## config.mk

```make
export PLATFORM = sky130hd
export DESIGN_NAME = reg_bank_sb
export DESIGN_NICKNAME = d
export VERILOG_FILES = /design/src/rtl/reg_bank_pkg.sv /design/src/rtl/reg_scoreboard.sv /design/src/rtl/reg_bank_sb.sv
export SDC_FILE = /design/constraint.sdc
export NUM_CORES = 2
export LEC_CHECK = 0
export CORE_UTILIZATION = 55
export DETAILED_ROUTE_END_ITERATION = 8
export PLACE_DENSITY = 0.72
export SETUP_SLACK_MARGIN = 0.05
export SLEW_MARGIN = 30
export SYNTH_ARGS = -nofsm -noshare
export SYNTH_HDL_FRONTEND = slang
export SYNTH_SLANG_ARGS = --single-unit
export TNS_END_PERCENT = 1
```

## constraint.sdc

```tcl
create_clock -name clk -period 14.3 [get_ports clk]
set_input_delay 2.86 -clock clk [delete_from_list [all_inputs] [get_ports clk]]
set_output_delay 2.86 -clock clk [all_outputs]
set_load 0.03 [all_outputs]
```

## src/rtl/reg_bank_pkg.sv

```systemverilog
// reg_bank_pkg: shared defaults, types and helpers for the register bank
// with write scoreboard (reg_bank_sb, reg_scoreboard).
//   XLEN_DEF / NREGS_DEF : default data width and register count
//   reg_addr_t / xlen_t  : address and data types at the default sizes
//   popcount()           : population count used for the pending counter
package reg_bank_pkg;

  localparam int unsigned XLEN_DEF  = 32;
  localparam int unsigned NREGS_DEF = 32;
  localparam int unsigned AW_DEF    = $clog2(NREGS_DEF);

  // Widest pending vector popcount() accepts; callers zero-extend into it.
  localparam int unsigned PC_MAXW   = 256;

  typedef logic [AW_DEF-1:0]   reg_addr_t;
  typedef logic [XLEN_DEF-1:0] xlen_t;

  function automatic int unsigned popcount(input logic [PC_MAXW-1:0] v);
    int unsigned n;
    n = 0;
    for (int unsigned i = 0; i < PC_MAXW; i++) begin
      n += {31'b0, v[i]};
    end
    return n;
  endfunction

endpackage

```

## src/rtl/reg_scoreboard.sv

```systemverilog
// reg_scoreboard: per-register pending-write tracker.
//   clk_i, rst_i      : clock, synchronous active-high reset
//   we_i, wa_i        : writeback enable / address (clears pending mark)
//   iss_valid_i       : decode issues a write to iss_rd_i
//   iss_rd_i          : destination register of the issued instruction
//   flush_i           : drop every pending mark
//   pend_o            : pending vector, bit 0 always 0
//   iss_ready_o       : issue accepted this cycle (no WAW hazard)
//   pend_cnt_o        : registered number of pending registers
module reg_scoreboard
  import reg_bank_pkg::*;
#(
  parameter  int unsigned NREGS = NREGS_DEF,
  localparam int unsigned AW    = $clog2(NREGS)
) (
  input  logic             clk_i,
  input  logic             rst_i,
  input  logic             we_i,
  input  logic [AW-1:0]    wa_i,
  input  logic             iss_valid_i,
  input  logic [AW-1:0]    iss_rd_i,
  input  logic             flush_i,
  output logic [NREGS-1:0] pend_o,
  output logic             iss_ready_o,
  output logic [AW:0]      pend_cnt_o
);

  logic [NREGS-1:0]   pend_q, pend_d;
  logic [AW:0]        cnt_q, cnt_d;
  logic               wr_clr;
  logic               iss_set;
  logic [PC_MAXW-1:0] pend_ext;

  always_comb begin
    wr_clr      = we_i && (wa_i != '0);
    // A pending destination is released by a writeback landing this cycle.
    iss_ready_o = !pend_q[iss_rd_i] || (we_i && (wa_i == iss_rd_i));
    iss_set     = iss_valid_i && iss_ready_o && (iss_rd_i != '0);

    // Clear before set so a same-register issue (younger) wins; flush last.
    pend_d = pend_q;
    if (wr_clr)  pend_d[wa_i]     = 1'b0;
    if (iss_set) pend_d[iss_rd_i] = 1'b1;
    if (flush_i) pend_d           = '0;
    pend_d[0] = 1'b0;

    pend_ext              = '0;
    pend_ext[NREGS-1:0]   = pend_d;
    cnt_d                 = (AW+1)'(popcount(pend_ext));
  end

  always_ff @(posedge clk_i) begin
    if (rst_i) begin
      pend_q <= '0;
      cnt_q  <= '0;
    end else begin
      pend_q <= pend_d;
      cnt_q  <= cnt_d;
    end
  end

  assign pend_o     = pend_q;
  assign pend_cnt_o = cnt_q;

endmodule

```

## src/rtl/reg_bank_sb.sv

```systemverilog
// reg_bank_sb: parametrised register bank, register 0 hard-wired to zero,
// NRD combinational read ports and a pending-write scoreboard.
//   clk, rst       : clock, synchronous active-high reset
//   we, wa, wd     : writeback port
//   ra / rd        : packed read addresses / data, port i at slice i
//   rbusy          : read port i source register has a pending write
//   iss_valid, iss_rd, iss_ready : decode issue handshake
//   flush          : discard all pending marks
//   pend_cnt       : number of registers marked pending
// Build option: REG_BANK_SB_BYPASS_EN forwards the same-cycle writeback
// to matching read ports (rd = wd, rbusy = 0).
module reg_bank_sb
  import reg_bank_pkg::*;
#(
  parameter  int unsigned XLEN  = XLEN_DEF,
  parameter  int unsigned NREGS = NREGS_DEF,
  parameter  int unsigned NRD   = 2,
  localparam int unsigned AW    = $clog2(NREGS)
) (
  input  logic              clk,
  input  logic              rst,
  input  logic              we,
  input  logic [AW-1:0]     wa,
  input  logic [XLEN-1:0]   wd,
  input  logic [NRD*AW-1:0] ra,
  output logic [NRD*XLEN-1:0] rd,
  output logic [NRD-1:0]    rbusy,
  input  logic              iss_valid,
  input  logic [AW-1:0]     iss_rd,
  output logic              iss_ready,
  input  logic              flush,
  output logic [AW:0]       pend_cnt
);

  logic [XLEN-1:0]  mem_q [NREGS];
  logic [NREGS-1:0] pend;
  logic [AW-1:0]    rsel;

  always_ff @(posedge clk) begin
    if (rst) begin
      for (int unsigned i = 0; i < NREGS; i++) begin
        mem_q[i] <= '0;
      end
    end else if (we && (wa != '0)) begin
      mem_q[wa] <= wd;
    end
  end

  always_comb begin
    rd    = '0;
    rbusy = '0;
    rsel  = '0;
    for (int unsigned i = 0; i < NRD; i++) begin
      rsel = ra[i*AW +: AW];
      if (rsel != '0) begin
        rd[i*XLEN +: XLEN] = mem_q[rsel];
      end
      rbusy[i] = pend[rsel];
`ifdef REG_BANK_SB_BYPASS_EN
      if (we && (wa != '0) && (rsel == wa)) begin
        rd[i*XLEN +: XLEN] = wd;
        rbusy[i]           = 1'b0;
      end
`endif
    end
  end

  reg_scoreboard #(
    .NREGS(NREGS)
  ) u_sb (
    .clk_i       (clk),
    .rst_i       (rst),
    .we_i        (we),
    .wa_i        (wa),
    .iss_valid_i (iss_valid),
    .iss_rd_i    (iss_rd),
    .flush_i     (flush),
    .pend_o      (pend),
    .iss_ready_o (iss_ready),
    .pend_cnt_o  (pend_cnt)
  );

endmodule

```

==> reports/metrics.cfg <==
[final_layout]
synthToLayoutAreaGrowth_pct = 10.5
fillCellCount = 7521
layout_commonest_cell = edfxtp_1
drive_gt1_frac = 0.240
final_cell_count_no_fill = 5242
final_nets = 3852
layout_common_cells = 1,024 x edfxtp_1, 993 x and2_1, 533 x mux4_2

[clock_tree]
cts_resized = 0
clkSinkCount = 1061
cts_max_level = 3
cts_tree = yes
ctsHoldBuffers = 0
cts_made_buffers = 113
post-cts-setup-buffer-count = 0
clk_pin_slew_worst_paths_ns = 0.06
cts_root_buffer = clkbuf_16
clk_latency_ns = 0.71
clk_path_buf_depth = 3

[sta]
hold_viol = 0
finalCritPeriodShare = 0.662
tightest_slew_ns = 1.07
final_max_slew_viol_count = 0
relSlewSlack = 0.288
rsz0062_at_grt = no
fin_setup_tns_ns = 0
holdWs_ns = 0.545
max_freq_ghz = 0.106
setup_viol = 0
fin_crit_ns = 9.46
skew_ns = 0.0194

[routing]
routed_wl_um = 180000
ant_nets = 0
dr.pass1.iters = 6
routedWlPerCell_um = 34.3
vias_per_cell = 6.93
vias = 36300
route.detailed.drc = 0
drt-initial-drc-count = 5450

[setup_path]
reg2reg_depth = 20
critical_path_arrival_ns = 6.60
critPathRequiredTime_ns = 11.44
cp-start-kind = input pin
worstSetupEndpoint = rd[63]
ff2ff_setup_slack_ns = 7.98
worstSetupPathType = input pin to primary output
crit_fanout = 22
critPathCaptureType = primary output
r2r_end = u_sb.pend_cnt_o[4]$_SDFF_PP0_
cp-startpoint = ra[8]
worstReg2RegStart = u_sb.pend_o[28]$_SDFF_PP0_

[pwr]
ir_worst_vdd_mv = 0.112
powerDensity_mw_per_mm2 = 119
power_mw = 7.55
p_leak_nw = 21.8

[place]
dp_cells = 5023
gp_congestion = 0.954
port_buffers = 129
hpwl_um = 104000

[die]
initial_utilization = 0.555
die-area_mm2 = 0.106
core-area_mm2 = 0.103
fp.dieW_um = 325
ios = 130
num_rows = 118
fp.dieH_um = 325

[global_routing]
grt_pass1_wl_um = 257000
grt-ovfl-total = 0
grtUsageTotal = 0.343
grt_pass1_vias = 36100
antenna_found_initial = 12
grt_max_degree = 110

[synthesis]
synth_top_area_cell = edfxtp_1
synth_area_per_cell_um2 = 15.1
seq_area_frac_synth = 0.549
synth_area_leaders = edfxtp_1 54%, mux4_2 21%, and2_1 11%
yosys_most_used_dff = edfxtp_1
synth.distinct_cells = 64
ys.warnings.count = 0
synthCells = 3797
post-synth-top-area-fraction = 0.536
syn_area_mm2 = 0.0574
ys_seq_elements = 1061
synth_edf_count = 1024
async_flop_share = 0

[run_status]
status = complete, no violations

[job]
maxCapViolCount = 0

[worst_hold_path]
hp-class = flop to flop

[registers in the layout (all words and copies together) (netlist names)]
name,cells
mem_q,1024
u_sb.pend_o,31
u_sb.pend_cnt_o,6
[synth_stat cells, drive strengths merged (4+ instances only)]
| cell | n |
|---|---|
| a21oi | 20 |
| mux2i | 73 |
| o21ai | 13 |
| nand2b | 20 |
| nor3 | 4 |
| nand3 | 10 |
| dfxtp | 37 |
| xnor2 | 6 |
| nor2b | 13 |
| ha | 9 |
| a211o | 64 |
| nand3b | 7 |
| and3b | 4 |
| a31oi | 69 |
| clkbuf | 264 |
| o31ai | 7 |
| a31o | 5 |
| and2 | 995 |
| mux4 | 534 |
| buf | 151 |
| fa | 23 |
| nor3b | 9 |
| a22oi | 130 |
| nor2 | 71 |
| a21o | 7 |
| o21bai | 4 |
| nand2 | 56 |
| or3b | 5 |
| o22ai | 70 |
| a32o | 8 |
| inv | 26 |
| or3 | 6 |
| edfxtp | 1024 |
| or2 | 11 |
| a32oi | 14 |
[worst min path at each step]
stage / startpoint / end / slack [ns] / depth (start not counted)
5_1_grt: u_sb.pend_o[27]$_SDFF_PP0_ / u_sb.pend_o[27]$_SDFF_PP0_ / 0.58 / 2
4_1_cts: u_sb.pend_o[27]$_SDFF_PP0_ / u_sb.pend_o[27]$_SDFF_PP0_ / 0.54 / 2
3_5_place_dp: u_sb.pend_o[27]$_SDFF_PP0_ / u_sb.pend_o[27]$_SDFF_PP0_ / 0.53 / 2
6_report: u_sb.pend_o[27]$_SDFF_PP0_ / u_sb.pend_o[27]$_SDFF_PP0_ / 0.54 / 2
2_1_floorplan: u_sb.pend_o[27]$_SDFF_PP0_ / u_sb.pend_o[27]$_SDFF_PP0_ / 0.47 / 2
3_3_place_gp: u_sb.pend_o[27]$_SDFF_PP0_ / u_sb.pend_o[27]$_SDFF_PP0_ / 0.53 / 2
[layer usage]
layer,up-vias,GRT usage,part of all wire
li1,14600,-,-
met1,18700,0.467,0.36
met2,2550,0.526,0.47
met3,422,0.0910,0.13
met4,4,0.144,0.039
met5,-,0,0.00012
[kinds of logic (layout without fill, tap and decap cells)]
kind of cell               count (synthesis)  in the layout  share of synthesized area
and+or+nand+nor                         1219           1219                      0.129
xor gates and xnor gates                   7              7                    0.00107
adders and majority gates                 32             32                    0.00998
buffers and inverters                    442            466                     0.0342
muxes                                    609            609                      0.223
DFF                                     1061           1061                      0.549
other                                      1             42                  0.0000653
AOI/OAI and AO/OA                        426            426                     0.0544
[where the power goes]
group          switching (mW)  internal, mW  leakage, nW
logic                   0.593         0.398         9.97
clock network            1.25          1.65         1.75
registers              0.0791          3.58         10.1
total                    1.92          5.63         21.8
[critical path, cell delays in order]
cell and delay (ns):
clkdlybuf4s50_1 0.46, buf_4 0.28, nor2_2 0.05, buf_4 0.31
nand2_1 0.57, o22ai_1 0.25, a211o_1 0.42, a31oi_1 0.56
clkdlybuf4s50_1 0.82
[cell type report]
cell class	count	area (µm²)	share of cell area
Sequential cell	1061	31500	0.496
Timing Repair Buffer	235	2180	0.0343
Multi-Input combinational cell	2325	24300	0.384
Clock inverter	67	642	0.0101
Inverter	27	101	0.00160
Antenna cell	10	25.0	0.000395
Clock buffer	137	2940	0.0463
Tap cell	1380	1730	0.0272
[metrics by stage]
| stage | setup WS, ns | utilization | area, µm² |
|---|---|---|---|
| 2_1_floorplan | 5.73 | - | 57500 |
| 3_3_place_gp | 4.64 | 0.577 | 59700 |
| 3_5_place_dp | 4.65 | 0.577 | 59700 |
| 4_1_cts | 4.84 | 0.611 | 63300 |
| 5_1_grt | 4.80 | 0.613 | 63400 |
| 6_report | 4.84 | 0.613 | 63400 |
(Power assumes the default switching activity.)
